===== src/rtl/pipeline_ctrl_pkg.sv =====
// Shared CPU pipeline-control types.
//   state_e          : controller FSM states
//   ctrl_t           : per-cycle pipeline register enables and flushes
//   MEM_TIMEOUT_DEF  : default bound on cycles spent waiting for memory
package pipeline_ctrl_pkg;

  typedef enum logic [1:0] {
    RUN        = 2'd0,
    MEM_WAIT   = 2'd1,
    ECALL_WAIT = 2'd2
  } state_e;

  localparam logic [7:0] MEM_TIMEOUT_DEF = 8'd255;

  typedef struct packed {
    logic pc_en;
    logic if_id_en;
    logic id_ex_en;
    logic ex_mem_en;
    logic mem_wb_en;
    logic if_id_flush;
    logic id_ex_flush;
  } ctrl_t;

  // Canned control words.
  localparam ctrl_t CTRL_GO     = 7'b11111_00; // everything advances
  localparam ctrl_t CTRL_HOLD   = 7'b00000_00; // whole pipe frozen
  localparam ctrl_t CTRL_BRANCH = 7'b11111_11; // redirect: kill IF and ID
  localparam ctrl_t CTRL_BUBBLE = 7'b00111_01; // load-use: hold front, bubble EX

endpackage


===== src/rtl/pipeline_ctrl_sat_counter.sv =====
// Saturating up-counter.
//   clk, rst_n : clock, async active-low clear
//   inc_i      : add one on this edge (sticks at all-ones)
//   count_o    : current count
module sat_counter #(
  parameter int WIDTH = 32
) (
  input  logic             clk,
  input  logic             rst_n,
  input  logic             inc_i,
  output logic [WIDTH-1:0] count_o
);

  logic [WIDTH-1:0] count_q;

  always_ff @(posedge clk or negedge rst_n) begin
    if (!rst_n)                     count_q <= '0;
    else if (inc_i && !(&count_q))  count_q <= count_q + WIDTH'(1);
  end

  assign count_o = count_q;

endmodule


===== src/rtl/pipeline_ctrl.sv =====
// Pipeline stall/flush controller for a 5-stage CPU.
//   clk, rst                    : clock, async active-low reset
//   hazard_stall, branch_taken  : load-use stall / EX redirect
//   ecall_ex, ecall_done        : ECALL in EX / its service finished
//   mem_req, mem_ready          : MEM stage needs the port / data valid
//   pc_en .. mem_wb_en          : per-register write enables
//   if_id_flush, id_ex_flush    : bubble insertion
//   mem_err                     : sticky memory-timeout flag
//   stall_cycles                : saturating count of cycles with any enable low
module pipeline_ctrl
  import pipeline_ctrl_pkg::*;
#(
  parameter logic [7:0] MEM_TIMEOUT = MEM_TIMEOUT_DEF,
  parameter int         PERF_W      = 32
) (
  input  logic              clk,
  input  logic              rst,
  input  logic              hazard_stall,
  input  logic              branch_taken,
  input  logic              ecall_ex,
  input  logic              ecall_done,
  input  logic              mem_req,
  input  logic              mem_ready,
  output logic              pc_en,
  output logic              if_id_en,
  output logic              id_ex_en,
  output logic              ex_mem_en,
  output logic              mem_wb_en,
  output logic              if_id_flush,
  output logic              id_ex_flush,
  output logic              mem_err,
  output logic [PERF_W-1:0] stall_cycles
);

  state_e     state_q, state_d;
  logic [7:0] wcnt_q, wcnt_d;
  logic       mem_err_q, mem_err_d;
  ctrl_t      ctrl;
  logic       stall;

  always_ff @(posedge clk or negedge rst) begin
    if (!rst) begin
      state_q   <= RUN;
      wcnt_q    <= '0;
      mem_err_q <= 1'b0;
    end else begin
      state_q   <= state_d;
      wcnt_q    <= wcnt_d;
      mem_err_q <= mem_err_d;
    end
  end

  always_comb begin
    state_d   = state_q;
    wcnt_d    = wcnt_q;
    mem_err_d = mem_err_q;
    ctrl      = CTRL_GO;
    unique case (state_q)
      RUN: begin
        if (mem_req && !mem_ready) begin
          ctrl    = CTRL_HOLD;
          state_d = MEM_WAIT;
          wcnt_d  = '0;
        end else if (ecall_ex) begin
          ctrl    = CTRL_HOLD;
          state_d = ECALL_WAIT;
        end else if (branch_taken) begin
          ctrl = CTRL_BRANCH;
        end else if (hazard_stall) begin
          ctrl = CTRL_BUBBLE;
        end
      end
      MEM_WAIT: begin
        wcnt_d = wcnt_q + 8'd1;
        // Data arrival or timeout both release the pipe for one cycle.
        if (mem_ready) begin
          state_d = RUN;
        end else if (wcnt_q == MEM_TIMEOUT - 8'd1) begin
          mem_err_d = 1'b1;
          state_d   = RUN;
        end else begin
          ctrl = CTRL_HOLD;
        end
      end
      ECALL_WAIT: begin
        // Release cycle goes straight to RUN; ecall_ex is not looked at here.
        if (ecall_done) state_d = RUN;
        else            ctrl    = CTRL_HOLD;
      end
      default: state_d = RUN;
    endcase
  end

  assign pc_en       = ctrl.pc_en;
  assign if_id_en    = ctrl.if_id_en;
  assign id_ex_en    = ctrl.id_ex_en;
  assign ex_mem_en   = ctrl.ex_mem_en;
  assign mem_wb_en   = ctrl.mem_wb_en;
  assign if_id_flush = ctrl.if_id_flush;
  assign id_ex_flush = ctrl.id_ex_flush;
  assign mem_err     = mem_err_q;

  assign stall = ~&{ctrl.pc_en, ctrl.if_id_en, ctrl.id_ex_en,
                    ctrl.ex_mem_en, ctrl.mem_wb_en};

  sat_counter #(.WIDTH(PERF_W)) u_stall_cnt (
    .clk     (clk),
    .rst_n   (rst),
    .inc_i   (stall),
    .count_o (stall_cycles)
  );

endmodule


===== config.mk =====
export PLATFORM = sky130hd
export DESIGN_NAME = pipeline_ctrl
export DESIGN_NICKNAME = d
export VERILOG_FILES = /design/src/rtl/pipeline_ctrl_pkg.sv /design/src/rtl/pipeline_ctrl_sat_counter.sv /design/src/rtl/pipeline_ctrl.sv
export SDC_FILE = /design/constraint.sdc
export NUM_CORES = 1
export LEC_CHECK = 0
export BUFFER_PORTS_ARGS = -buffer_cell sky130_fd_sc_hd__buf_2
export CAP_MARGIN = 5
export CELL_PAD_IN_SITES_DETAIL_PLACEMENT = 1
export CELL_PAD_IN_SITES_GLOBAL_PLACEMENT = 1
export CORE_AREA = 10 10 107 71
export DETAILED_ROUTE_END_ITERATION = 16
export DIE_AREA = 0 0 117 81
export PLACE_DENSITY = 0.75
export SKIP_CTS_REPAIR_TIMING = 1
export SLEW_MARGIN = 25
export SYNTH_ARGS = -nofsm -noshare
export SYNTH_HDL_FRONTEND = slang
export SYNTH_HIERARCHICAL = 1
export SYNTH_SLANG_ARGS = --single-unit

===== constraint.sdc =====
create_clock -name clk -period 3.4 [get_ports clk]
set_clock_uncertainty 0.2 [all_clocks]
set_input_delay 0.34 -clock clk [delete_from_list [all_inputs] [get_ports clk]]
set_output_delay 0.34 -clock clk [all_outputs]
set_load 0.005 [all_outputs]

==> impl_metrics.ini <==
[setup_path]
start_kind = flop
crit_path_top_delay_cell = dfrtp_1
worstReg2RegStart = state_q[1]
criticalPathCategory = flop to flop
worstSetupEndpointType = flop
critical_path_arrival_ns = 2.76
max_stage_delay_ns = 0.50
crit_buf_inv = 0
path_delay_family = simple AND/OR/NAND/NOR gates
critPathMaxFanout = 11
critical_path_required_ns = 3.38
startpoint = state_q[1]
worstPathCellList = or2_1 -> a41oi_2 -> o22a_1 -> and4_1 -> nand4_1 -> a41oi_1 -> nand4_1 -> xnor2_1
crit_top_cell = nand4_1

[global_routing]
grt_usage_pct = 13.6
grt_pass1_wl_um = 10400
grt_max_degree = 44
grt_overflow = 0
antenna_found_initial = 0
grt_pass1_vias = 1920

[detailed_routing]
drt_pass1_iterations = 4
via_per_inst = 5.46
wl_per_cell_um = 17.6
ant_nets = 0
via_count = 1878
finalWirelength_um = 6070
drt_iter0_markers = 93
drc = 0

[timing]
tns_ns = 0
fin_ws_ns = 0.614
fmax_ghz = 0.359
maxSlewViolCount = 0
whs_ns = 0.127
rsz0062_at_grt = false
slew_headroom_pct = 63.2
setup_violations = 0
period_share_pct = 81.9
hold_violations = 0
period_needed_ns = 2.79
worstMarginPinSlew_ns = 0.552

[synth]
syn-mean-instance-area_um2 = 10.3
ys_warn_count = 6
yosysTopAreaCell = dfrtp_1
synth_top_area_share_pct = 46.9
syn_area_um2 = 2300
synth.distinct_cells = 48
syn_nets = 233
synthTopCellsByArea = dfrtp_1, xnor2_1, nand3_1, nand4_1, nor2_1
synth-seq-cells = 43
ys_seq_area_share_pct = 46.9
syn_inst = 222

[status]
status = finished, final reports clean

[floorplanning]
start_util_pct = 39.7
dieArea_um2 = 9480
fp.coreArea_um2 = 5780
die_h_um = 81
die_w_um = 117
row_count = 22
io_pins = 48

[layout]
fin_area_um2 = 2690
diodes = 0
fin_util_pct = 46.5
final_cells = 344
area_growth_pct = 17.1
final_cell_mix = buf_2, dfrtp_1, nor2_1, xnor2_1, nand3_1
fill_cells = 682
final_common_cell = buf_2
nets = 282
drive_above_1_share_pct = 25.0

[placement]
dpl.cell_count = 335
port_buffers = 47
pre_cts_ws_ns = 0.639
gp_congestion = 0.830
hpwl_um = 4590
placed_cell_area_um2 = 2570

[pwr]
powerDensity_nw_per_um2 = 495
ir_worst_vdd_mv = 0.319
p_leak_nw = 1.31
power_mw = 1.33

[cts]
numCtsBuffers = 5
worstSkewPairLatency_ns = 0.29
cts_root_buf = clkbuf_8
htree_num_levels = 2
cts_tree = built
clk_pin_slew_ns = 0.08
cts_max_path_buffers = 2
cts.sinks = 43

[min_path]
hp-start = ecall_ex
worst_hold_path_type = input pin to flop

[run]
cap_violations = 0
cells in the mapped netlist, drive strengths merged:
cell      n
a211o     4
and2      3
nand2    14
or4       1
a21o      2
nand3    20
inv       5
nor3b     1
a21oi    10
o22ai     1
mux2      1
dfrtp    43
a41o      1
nand4    14
mux2i     3
ha        3
xor2      7
buf       6
o21ai     1
nor4      5
o2bb2ai   4
a211oi    5
and4      3
nand3b    1
nor2b     2
nand4b    1
xnor2    21
o22a      1
nand2b    4
nor3      2
a41oi     2
nor2     21
o211a     2
and3      6
or2       2
area by class of cell:
class	count	area, um2	area share [%]
Tap cell	72	90.1	3.35
Timing Repair Buffer	48	248	9.22
Multi-Input combinational cell	168	1150	43.0
Sequential cell	43	1080	40.0
Inverter	5	18.8	0.698
Clock buffer	8	100	3.72
cell families (layout without fill, tap and decap cells):
family                   count (synthesis)  after routing  synth area share [%]
AO/OA/AOI/OAI                           33             33                  11.6
XOR/XNOR                                28             28                  10.7
adder cells (fa/ha/maj)                  3              3                  1.64
buffers and inverters                   11             61                  2.83
flip-flops                              43             43                  46.9
multiplexers                             4              4                  1.80
AND/OR/NAND/NOR                        100            100                  24.6
worst register-to-register path: stages, from the launching register on:
cell,delay [ns]
dfrtp_1,0.50
or2_1,0.30
a41oi_2,0.21
o22a_1,0.23
and4_1,0.26
nand4_1,0.25
a41oi_1,0.41
nand4_1,0.17
xnor2_1,0.15
worst paths after layout:
check | cells past startpoint | slack (ns) | to
setup / recovery | 8 | 0.61 | u_stall_cnt/count_o[12]
hold reg to reg | 1 | 0.26 | mem_err
max in group asynchronous | 2 | 2.25 | u_stall_cnt/count_o[5]
min in group asynchronous | 2 | 0.37 | wcnt_q[4]
hold / removal | 3 | 0.13 | state_q[1]
setup reg to reg | 8 | 0.61 | u_stall_cnt/count_o[12]
registers in the layout (all words and copies together), names as in the netlist:
register,cells
state_q,2
wcnt_q,8
mem_err,1
u_stall_cnt/count_o,32
metal layers:
layer	wire length, um	vias up	GRT usage [%]	part of all wire [%]
met5	0	-	0	0
met4	13	0	2.95	0.21
met3	320	2	4.12	5.3
met2	2580	33	18.7	42
met1	3160	939	20.3	52
li1	-	904	-	-
report_power, final:
part           internal, mW  switching [mW]
clock network         0.186           0.175
registers             0.579          0.0992
logic                 0.142           0.150
(Power assumes the default switching activity.)
